**config.mk**
```make
export PLATFORM = sky130hd
export DESIGN_NAME = fetch_redirect_ctrl_flat
export DESIGN_NICKNAME = d
export VERILOG_FILES = /design/src/rtl/fetch_redirect_ctrl_pkg.sv /design/src/rtl/fetch_redirect_ctrl_if.sv /design/src/rtl/redirect_perf_cnt.sv /design/src/rtl/fetch_redirect_ctrl.sv /design/src/flat_wrapper.sv
export SDC_FILE = /design/constraint.sdc
export NUM_CORES = 1
export LEC_CHECK = 0
export ABC_CLOCK_PERIOD_IN_PS = 1950
export CELL_PAD_IN_SITES_DETAIL_PLACEMENT = 0
export CELL_PAD_IN_SITES_GLOBAL_PLACEMENT = 1
export CORE_MARGIN = 2
export CORE_UTILIZATION = 24
export DETAILED_ROUTE_END_ITERATION = 12
export HOLD_SLACK_MARGIN = 0.03
export PLACE_DENSITY = 0.84
export SKIP_CTS_REPAIR_TIMING = 1
export SLEW_MARGIN = 0
export SYNTH_ARGS = -nofsm -noshare
export SYNTH_HDL_FRONTEND = slang
export SYNTH_SLANG_ARGS = --single-unit
```
**constraint.sdc**
```tcl
create_clock -name clk_i -period 1.95 [get_ports clk_i]
set_input_delay 0.4875 -clock clk_i [delete_from_list [all_inputs] [get_ports clk_i]]
set_output_delay 0.4875 -clock clk_i [all_outputs]
set_load 0.02 [all_outputs]
```
**src/rtl/fetch_redirect_ctrl_pkg.sv**
```systemverilog
// rtl/fetch_redirect_ctrl_pkg.sv - shared widths, redirect source/state enums and PC helper
package fetch_redirect_ctrl_pkg;

    localparam int XLEN = 32;
    localparam int ILEN = 32;
    localparam logic [XLEN-1:0] BOOT_PC = 32'h0000_0000;

    typedef enum logic [1:0] {
        REDIR_NONE = 2'd0,
        REDIR_PRED = 2'd1,
        REDIR_MISP = 2'd2,
        REDIR_EXC  = 2'd3
    } redir_src_e;

    typedef enum logic [1:0] {
        ST_RUN   = 2'd0,
        ST_FLUSH = 2'd1,
        ST_REDIR = 2'd2
    } redir_state_e;

    // Sequential successor of an instruction; wraps modulo 2^XLEN.
    function automatic logic [XLEN-1:0] fallthrough_pc(input logic [XLEN-1:0] pc);
        return pc + XLEN'(ILEN / 8);
    endfunction

endpackage

```
**src/rtl/fetch_redirect_ctrl_if.sv**
```systemverilog
// rtl/fetch_redirect_ctrl_if.sv - redirect request/response bundle between backend, predictor and fetch
interface fetch_redirect_ctrl_if;
    import fetch_redirect_ctrl_pkg::*;

    logic            exc_valid_i;
    logic [XLEN-1:0] exc_vector_i;
    logic            res_valid_i;
    logic            res_mispredict_i;
    logic            res_taken_i;
    logic [XLEN-1:0] res_target_i;
    logic [XLEN-1:0] res_pc_i;
    logic            pred_taken_i;
    logic [XLEN-1:0] pred_target_i;
    logic            fetch_ready_i;
    logic            redir_valid_o;
    logic [XLEN-1:0] redir_target_o;
    redir_src_e      redir_src_o;
    logic            pc_en_o;
    logic            flush_o;

    modport master (
        output exc_valid_i, exc_vector_i, res_valid_i, res_mispredict_i, res_taken_i,
               res_target_i, res_pc_i, pred_taken_i, pred_target_i, fetch_ready_i,
        input  redir_valid_o, redir_target_o, redir_src_o, pc_en_o, flush_o
    );

    modport slave (
        input  exc_valid_i, exc_vector_i, res_valid_i, res_mispredict_i, res_taken_i,
               res_target_i, res_pc_i, pred_taken_i, pred_target_i, fetch_ready_i,
        output redir_valid_o, redir_target_o, redir_src_o, pc_en_o, flush_o
    );

endinterface

```
**src/rtl/redirect_perf_cnt.sv**
```systemverilog
// rtl/redirect_perf_cnt.sv - saturating event counter for redirect statistics
module redirect_perf_cnt #(
    parameter int WIDTH = 32
) (
    input  logic             clk_i,
    input  logic             rst_n_i,
    input  logic             inc_i,
    output logic [WIDTH-1:0] count_o
);

    always_ff @(posedge clk_i or negedge rst_n_i) begin
        if (!rst_n_i) begin
            count_o <= '0;
        end else if (inc_i && (count_o != {WIDTH{1'b1}})) begin
            count_o <= count_o + WIDTH'(1);
        end
    end

endmodule

```
**src/rtl/fetch_redirect_ctrl.sv**
```systemverilog
// rtl/fetch_redirect_ctrl.sv - redirect source arbiter and RUN/FLUSH/REDIR sequencer
// Optional REDIRECT_STATS_EN adds per-source hard redirect counters.
module fetch_redirect_ctrl
    import fetch_redirect_ctrl_pkg::*;
#(
    parameter int FLUSH_CYCLES = 2
) (
    input  logic                 clk_i,
    input  logic                 rst_n_i,
    fetch_redirect_ctrl_if.slave bus
`ifdef REDIRECT_STATS_EN
    ,
    output logic [31:0]          misp_cnt_o,
    output logic [31:0]          exc_cnt_o
`endif
);

    localparam int CW = $clog2(FLUSH_CYCLES + 1);

    redir_state_e    state_q;
    logic [CW-1:0]   cnt_q;
    logic [XLEN-1:0] tgt_q;
    redir_src_e      src_q;

    logic            hard_exc;
    logic            hard_misp;
    logic            hard;
    logic [XLEN-1:0] misp_tgt;
    logic [XLEN-1:0] hard_tgt;
    redir_src_e      hard_src;

    assign hard_exc  = bus.exc_valid_i;
    assign hard_misp = bus.res_valid_i && bus.res_mispredict_i;
    assign hard      = hard_exc || hard_misp;
    assign misp_tgt  = bus.res_taken_i ? bus.res_target_i : fallthrough_pc(bus.res_pc_i);
    assign hard_tgt  = hard_exc ? bus.exc_vector_i : misp_tgt;
    assign hard_src  = hard_exc ? REDIR_EXC : REDIR_MISP;

    // A hard event preempts every state, including a REDIR handshake in the same cycle.
    always_ff @(posedge clk_i or negedge rst_n_i) begin
        if (!rst_n_i) begin
            state_q <= ST_RUN;
            cnt_q   <= '0;
            tgt_q   <= '0;
            src_q   <= REDIR_NONE;
        end else if (hard) begin
            state_q <= ST_FLUSH;
            cnt_q   <= CW'(FLUSH_CYCLES);
            tgt_q   <= hard_tgt;
            src_q   <= hard_src;
        end else begin
            case (state_q)
                ST_FLUSH: begin
                    cnt_q <= cnt_q - CW'(1);
                    if (cnt_q == CW'(1)) begin
                        state_q <= ST_REDIR;
                    end
                end
                ST_REDIR: begin
                    if (bus.fetch_ready_i) begin
                        state_q <= ST_RUN;
                    end
                end
                default: begin
                end
            endcase
        end
    end

    // Soft predictions must reach the PC mux in the cycle they arrive, so outputs decode
    // the registered state together with the live predictor and fetch inputs.
    always_comb begin
        bus.redir_valid_o  = 1'b0;
        bus.redir_target_o = '0;
        bus.redir_src_o    = REDIR_NONE;
        bus.pc_en_o        = 1'b0;
        bus.flush_o        = 1'b0;
        if (rst_n_i) begin
            case (state_q)
                ST_FLUSH: begin
                    bus.flush_o = 1'b1;
                end
                ST_REDIR: begin
                    bus.redir_valid_o  = 1'b1;
                    bus.redir_target_o = tgt_q;
                    bus.redir_src_o    = src_q;
                    bus.pc_en_o        = bus.fetch_ready_i;
                end
                default: begin
                    bus.redir_valid_o  = bus.pred_taken_i;
                    bus.redir_target_o = bus.pred_target_i;
                    bus.redir_src_o    = bus.pred_taken_i ? REDIR_PRED : REDIR_NONE;
                    bus.pc_en_o        = bus.fetch_ready_i;
                end
            endcase
        end
    end

`ifdef REDIRECT_STATS_EN
    redirect_perf_cnt #(.WIDTH(32)) u_exc_cnt (
        .clk_i   (clk_i),
        .rst_n_i (rst_n_i),
        .inc_i   (hard_exc),
        .count_o (exc_cnt_o)
    );

    redirect_perf_cnt #(.WIDTH(32)) u_misp_cnt (
        .clk_i   (clk_i),
        .rst_n_i (rst_n_i),
        .inc_i   (hard_misp && !hard_exc),
        .count_o (misp_cnt_o)
    );
`endif

endmodule

```
**src/flat_wrapper.sv**
```systemverilog
// flat-port wrapper written by rule: the top's interface ports become plain ports
module fetch_redirect_ctrl_flat import fetch_redirect_ctrl_pkg::*;
#(
    parameter int FLUSH_CYCLES = 2
)
  (clk_i, rst_n_i, bus_exc_valid_i, bus_exc_vector_i, bus_res_valid_i, bus_res_mispredict_i, bus_res_taken_i, bus_res_target_i, bus_res_pc_i, bus_pred_taken_i, bus_pred_target_i, bus_fetch_ready_i, bus_redir_valid_o, bus_redir_target_o, bus_redir_src_o, bus_pc_en_o, bus_flush_o);
  fetch_redirect_ctrl_if bus_i ();
  input  logic clk_i;
  input  logic rst_n_i;
  input wire logic [$bits(bus_i.exc_valid_i)-1:0] bus_exc_valid_i;
  input wire logic [$bits(bus_i.exc_vector_i)-1:0] bus_exc_vector_i;
  input wire logic [$bits(bus_i.res_valid_i)-1:0] bus_res_valid_i;
  input wire logic [$bits(bus_i.res_mispredict_i)-1:0] bus_res_mispredict_i;
  input wire logic [$bits(bus_i.res_taken_i)-1:0] bus_res_taken_i;
  input wire logic [$bits(bus_i.res_target_i)-1:0] bus_res_target_i;
  input wire logic [$bits(bus_i.res_pc_i)-1:0] bus_res_pc_i;
  input wire logic [$bits(bus_i.pred_taken_i)-1:0] bus_pred_taken_i;
  input wire logic [$bits(bus_i.pred_target_i)-1:0] bus_pred_target_i;
  input wire logic [$bits(bus_i.fetch_ready_i)-1:0] bus_fetch_ready_i;
  output wire logic [$bits(bus_i.redir_valid_o)-1:0] bus_redir_valid_o;
  output wire logic [$bits(bus_i.redir_target_o)-1:0] bus_redir_target_o;
  output wire logic [$bits(bus_i.redir_src_o)-1:0] bus_redir_src_o;
  output wire logic [$bits(bus_i.pc_en_o)-1:0] bus_pc_en_o;
  output wire logic [$bits(bus_i.flush_o)-1:0] bus_flush_o;
  assign bus_i.exc_valid_i = bus_exc_valid_i;
  assign bus_i.exc_vector_i = bus_exc_vector_i;
  assign bus_i.res_valid_i = bus_res_valid_i;
  assign bus_i.res_mispredict_i = bus_res_mispredict_i;
  assign bus_i.res_taken_i = bus_res_taken_i;
  assign bus_i.res_target_i = bus_res_target_i;
  assign bus_i.res_pc_i = bus_res_pc_i;
  assign bus_i.pred_taken_i = bus_pred_taken_i;
  assign bus_i.pred_target_i = bus_pred_target_i;
  assign bus_i.fetch_ready_i = bus_fetch_ready_i;
  assign bus_redir_valid_o = bus_i.redir_valid_o;
  assign bus_redir_target_o = bus_i.redir_target_o;
  assign bus_redir_src_o = bus_i.redir_src_o;
  assign bus_pc_en_o = bus_i.pc_en_o;
  assign bus_flush_o = bus_i.flush_o;
  fetch_redirect_ctrl #(.FLUSH_CYCLES(FLUSH_CYCLES)) u_core (.clk_i(clk_i), .rst_n_i(rst_n_i), .bus(bus_i));
endmodule
```
; ---- Yosys cells after proc, flatten, opt, wreduce, memory -nomap -nowiden
; Index checks and enable logic that the tools add are counted.
[totals]
reg_bits = 38
inputBits = 136
output_inout_bits = 37
word_cells = 36
[classes]
addsub = 2
eq_ne = 5
n_mux = 20
n_reduce_logical = 5
[ops]
columns = cell, n
row1 = $mux 32, 3
row2 = $pmux 32 s2, 1
row3 = $add 32x3->32 const B, 1
row4 = $mux 2, 6
row5 = $pmux 2 s2, 2
row6 = $mux 1, 7
row7 = $eq 2x1->1 const B, 2
row8 = $ne 3x1->1 const B, 1
row9 = $ne 3x2->1 const B, 1
row10 = $reduce_and 3->1, 1
row11 = $reduce_bool 3->1, 1
row12 = $eq 2x2->1 const B, 1
row13 = $pmux 1 s2, 1
row14 = $reduce_bool 2->1, 1
row15 = $sub 2x1->2 const B, 1
row16 = $logic_and 1x1->1, 1
row17 = $logic_or 1x1->1, 1

; ---- Depth between registers and ports, before layout
[logic_depth]
ltp_word = 4
ltp_mapped = 8
ltp_nobuf = 7

; ---- Worst setup path before layout
; OpenSTA, ideal clock, no wires.
[synth_timing]
kind = flip-flop to output port
start = register u_core.state_q[0]
end = output bus_redir_target_o[0]
t_arrival_ps = 1819
required_time_ps = 1462
slack_ps = -356
path_stages_with_launch = 9
path_cell_list = dfrtp_1 -> inv_1 -> ha_1 -> clkbuf_1 -> nor2b_1 -> clkbuf_1 -> clkbuf_1 -> a22oi_1 -> nor2b_1
[synth_via]
elab_chain_cells = 3
elab_cells_between_ends = 4
cone_classes = eq/ne (2) / mux (2)
[synth_rtl]
columns = item, line
row1 = from (decl), fetch_redirect_ctrl.sv:20  ; redir_state_e state_q;
row2 = from (signal assigned), fetch_redirect_ctrl.sv:42  ; state_q <= ST_RUN;
row3 = from (signal assigned), fetch_redirect_ctrl.sv:47  ; state_q <= ST_FLUSH;
row4 = from (signal assigned), fetch_redirect_ctrl.sv:56  ; state_q <= ST_REDIR;
row5 = $eq 2x2->1 or $eq 2x1->1 (tied branches), fetch_redirect_ctrl.sv:79  ; case (state_q)
row6 = $pmux 32 s2 (*), fetch_redirect_ctrl.sv:79
row7 = $mux 32 (*), fetch_redirect_ctrl.sv:78  ; if (rst_n_i) begin
row8 = to (decl), flat_wrapper.sv:21  ; output wire logic [$bits(bus_i.redir_target_o)-1:0] bus_redir_target_o;
; Every way passes the cells marked *; elsewhere a longest branch is shown, timed or not.

; ---- Worst setup path after layout
[layout_timing]
start = register u_core.state_q[0]
end = output bus_redir_src_o[0]
[layout_via]
elab_chain_cells = 3
elab_cells_between_ends = 4
cone_classes = eq/ne (2) / mux (2)
[layout_rtl]
columns = item, line
row1 = $eq 2x2->1 or $eq 2x1->1 (tied branches), fetch_redirect_ctrl.sv:79
row2 = $pmux 2 s2 (*), fetch_redirect_ctrl.sv:79
row3 = $mux 2 (*), fetch_redirect_ctrl.sv:78
row4 = to (decl), flat_wrapper.sv:22  ; output wire logic [$bits(bus_i.redir_src_o)-1:0] bus_redir_src_o;
; Marks and branches as above.

==> impl_results.rst <==
.. list-table::
   :header-rows: 1

   * - Metric
     - Value
   * - Result of the run
     - finished with violations
   * - Violations in the final reports
     - negative setup slack
   * - Initial antenna violation count
     - 0
   * - Final Wtd Congestion
     - 0.857
   * - Net switching power figure
     - 1.78 mW
   * - Fraction of final layout cells sized beyond drive strength 1
     - 30.8%
   * - Reg clk slew, reported paths
     - 60 ps
   * - Die footprint
     - 14,400 µm²
   * - Upper clock frequency limit
     - 0.438 GHz
   * - Tightest slew margin relative to the limit
     - 72.6%
   * - Depth of the worst register-to-register path
     - 9
   * - Endpoint arrival time on the critical path
     - 1800 ps
   * - DIE HEIGHT
     - 120 µm
   * - Critical Path Max Stage Delay
     - 400 ps
   * - Core outline area
     - 13,200 µm²
   * - TritonCTS clock tree
     - built
   * - Area used by multi-input combinational logic
     - 2360 µm²
   * - Routing usage on met1
     - 23.2%
   * - Starting Density
     - 24.4%
   * - Leading cell types in the layout, fill and taps excluded
     - sky130_fd_sc_hd__clkdlybuf4s50_1 (118), sky130_fd_sc_hd__buf_4 (94), sky130_fd_sc_hd__a21oi_1 (53)
   * - Buffer type at the clock tree root
     - sky130_fd_sc_hd__clkbuf_16
   * - Non-Filler Cell Area, Final
     - 6250 µm²
   * - Number of search-and-repair iterations in the first detailed-routing pass
     - 4
   * - Power density over cell area
     - 738 nW/µm²
   * - Number of clock buffers inserted by TritonCTS
     - 5
   * - Reg-to-reg critical path startpoint
     - u_core.state_q[0]$_DFFE_PN0P_
   * - VDD IR-drop max
     - 446 µV
   * - I/O pins
     - 173
   * - Reg2Reg Setup Slack
     - 70 ps
   * - Area Growth Syn to Fin
     - 94.1%
   * - Pint
     - 2.83 mW
   * - Final Hold Vio Count
     - 0
   * - Required time reported for the critical path endpoint
     - 1460 ps
   * - Capture point of the worst reg-to-reg path
     - u_core.state_q[1]$_DFFE_PN0P_
   * - Number of buffers and inverters on the critical path
     - 4
   * - Power share of the clock group
     - 16.9%
   * - Grt ovf
     - 0
   * - Placed wire-length estimate after detailed placement
     - 10,700 µm
   * - Critical path start-end classification
     - reg2out
   * - Final slew viol count
     - 0
   * - ANT nets after route
     - 0
   * - Final setup margin
     - -333 ps
   * - Port Buf Inserts
     - 172
   * - Row count
     - 42
   * - Fraction of met3 tracks used by global routing
     - 4.04%
   * - Buffer depth of the longest clock path
     - 2
   * - Area occupied by registers
     - 951 µm²
   * - WP depth
     - 9
   * - Register share of total power
     - 21.4%
   * - Synthesized instance count
     - 429
   * - Maximum number of pins on one net before global-route repair
     - 75
   * - Final setup skew
     - 0.981 ps
   * - Global-route usage over all layers
     - 18.4%
   * - Slowest CP cell
     - sky130_fd_sc_hd__dfrtp_1
   * - Total of max-cap violations
     - 0
   * - Clock insertion delay at the later pin of the skew report
     - 270 ps
   * - Vias per std cell
     - 4.95
   * - Kind of cell with the highest combined delay on the critical path
     - buffers and inverters
   * - Layout fillers
     - 1,260
   * - Met2 track demand over resource
     - 32.4%
   * - Synth warn
     - 0
   * - Net count reported at finish
     - 805
   * - Diodes inserted
     - 0
   * - Worst setup timing slack at the placement stage
     - -585 ps
   * - Post-route fraction of the period consumed by the critical path
     - 117%
   * - Setup TNS Final
     - -9280 ps
   * - CP max FO
     - 6
   * - Horizontal die dimension
     - 120 µm
   * - CP Capture Type
     - output pin
   * - Post-synth EDFFs
     - 0
   * - Combinational Power Share
     - 61.7%
   * - Crit start category
     - register
   * - Leakage power summed over all cells
     - 2.65 nW
   * - Via count
     - 4,160
   * - Final critical-path required period
     - 2280 ps
   * - Number of different library cells in the post-synthesis netlist
     - 35
   * - Starting DRT DRC Count
     - 271
   * - Worst-Margin Slew
     - 408 ps
   * - Async set-reset flop share out of synthesis
     - 100%
   * - Switching Fraction
     - 38.6%
   * - Synthesized net count
     - 569
   * - Placed standard-cell area
     - 5810 µm²
   * - Most used routing layer
     - met2
   * - Syn_area_per_cell
     - 7.50 µm²
   * - Utilization after layout
     - 47.4%
   * - Cell area after technology mapping
     - 3220 µm²
   * - DRC errors left
     - 0
   * - H-Tree Depth
     - 2
   * - First-pass GRT wire length
     - 21,000 µm
   * - Routed wire per std cell
     - 16.9 µm
   * - Overall routed net length
     - 14,200 µm
   * - Sinks on the clock net
     - 38
   * - Prevailing post-synth register cell
     - sky130_fd_sc_hd__dfrtp_1
   * - Number of global-route vias before repair
     - 4,158
   * - Post-synthesis sequential element count
     - 38
   * - Final-report setup violation count
     - 34
   * - Most common cell after layout, fill and taps aside
     - sky130_fd_sc_hd__clkdlybuf4s50_1
   * - Unrepaired setup endpoints after global routing
     - yes
   * - Cells traversed along the worst timing path
     - inv_2 > ha_4 > nor2b_4 > buf_12 > buf_12 > a21oi_4 > nor2b_4 > o21a_2 > buf_6
   * - Sequential area share after synthesis
     - 29.5%
   * - Class of the worst hold path
     - in2async
[kinds of logic after synthesis]
group                      Yosys count  synth area share [%]
and+or+nand+nor                    185                  31.2
buffers and inverters               41                  4.78
xor gates and xnor gates            28                  7.62
AOI/OAI and AO/OA                  129                  24.0
DFF                                 38                  29.5
muxes                                4                  1.28
adders and majority gates            4                  1.56
[sequential cells by signal (all words and copies together) (netlist names)]
register        count
u_core.state_q      2
u_core.src_q        2
u_core.cnt_q        2
u_core.tgt_q       32
[power groups by stage]
stage | sequential, mW | clock, mW | combinational [mW]
5_1_grt | 0.998 | 0.834 | 3.02
6_report | 0.987 | 0.777 | 2.84
2_1_floorplan | 0.960 | 0 | 1.29
3_5_place_dp | 0.985 | 0 | 2.39
4_1_cts | 0.971 | 0.798 | 2.41
3_3_place_gp | 0.982 | 0 | 2.33
[synth_stat cells (2+ instances only)]
master	number	area, µm²
sky130_fd_sc_hd__and3_1	10	62.6
sky130_fd_sc_hd__o21ai_1	2	10.0
sky130_fd_sc_hd__nor4_1	2	12.5
sky130_fd_sc_hd__o21ai_0	26	130
sky130_fd_sc_hd__xor2_1	18	158
sky130_fd_sc_hd__nor2_1	28	105
sky130_fd_sc_hd__clkbuf_1	33	124
sky130_fd_sc_hd__and2_1	6	37.5
sky130_fd_sc_hd__mux2i_1	3	30.0
sky130_fd_sc_hd__nor4_4	2	42.5
sky130_fd_sc_hd__or2_2	3	18.8
sky130_fd_sc_hd__o211ai_1	2	15.0
sky130_fd_sc_hd__a21oi_1	54	270
sky130_fd_sc_hd__nor3b_1	5	37.5
sky130_fd_sc_hd__a21o_1	3	22.5
sky130_fd_sc_hd__a22oi_1	31	233
sky130_fd_sc_hd__dfrtp_1	38	951
sky130_fd_sc_hd__ha_1	4	50.1
sky130_fd_sc_hd__nand3_1	23	115
sky130_fd_sc_hd__inv_1	7	26.3
sky130_fd_sc_hd__o21a_1	2	15.0
sky130_fd_sc_hd__nor2b_1	34	213
sky130_fd_sc_hd__nor3_1	24	120
sky130_fd_sc_hd__a221o_1	2	20.0
sky130_fd_sc_hd__a211oi_1	5	37.5
sky130_fd_sc_hd__nand4_1	7	43.8
sky130_fd_sc_hd__xnor2_1	10	87.6
sky130_fd_sc_hd__nand2_1	37	139
sky130_fd_sc_hd__nand4_4	2	42.5
[worst max-delay path by stage]
| stage | from | endpoint | slack (ps) |
|---|---|---|---|
| detailed placement | u_core.state_q[1]$_DFFE_PN0P_ | bus_redir_src_o[0] | -590 |
| CTS | u_core.state_q[1]$_DFFE_PN0P_ | bus_redir_src_o[0] | -890 |
| finish | u_core.state_q[0]$_DFFE_PN0P_ | bus_redir_src_o[0] | -330 |
| global route | u_core.state_q[0]$_DFFE_PN0P_ | bus_redir_src_o[0] | -380 |
| global placement | u_core.state_q[1]$_DFFE_PN0P_ | bus_redir_src_o[0] | -520 |
| floorplan | u_core.state_q[1]$_DFFE_PN0P_ | bus_redir_target_o[10] | -90 |
[cell type report]
cell class / count / area share, %
Clock buffer: 5 / 2.00
Clock inverter: 2 / 0.160
Inverter: 7 / 0.421
Multi-Input combinational cell: 350 / 37.7
Sequential cell: 38 / 15.2
Tap cell: 176 / 3.53
Timing Repair Buffer: 263 / 40.9
[per-layer routing]
layer,routed length [µm],vias to the layer above
met1,5990,1989
met2,7140,155
met3,975,12
li1,-,2004
met4,131,0
met5,0,-
[stage by stage]
stage	std cells	total power, mW	hold slack [ps]
after floorplan	429	2.25	192
after global placement	824	3.31	452
after detailed placement	824	3.38	462
after CTS	831	4.18	197
after global routing	841	4.85	219
final	841	4.61	209
Power figures use the tool's default switching activity.
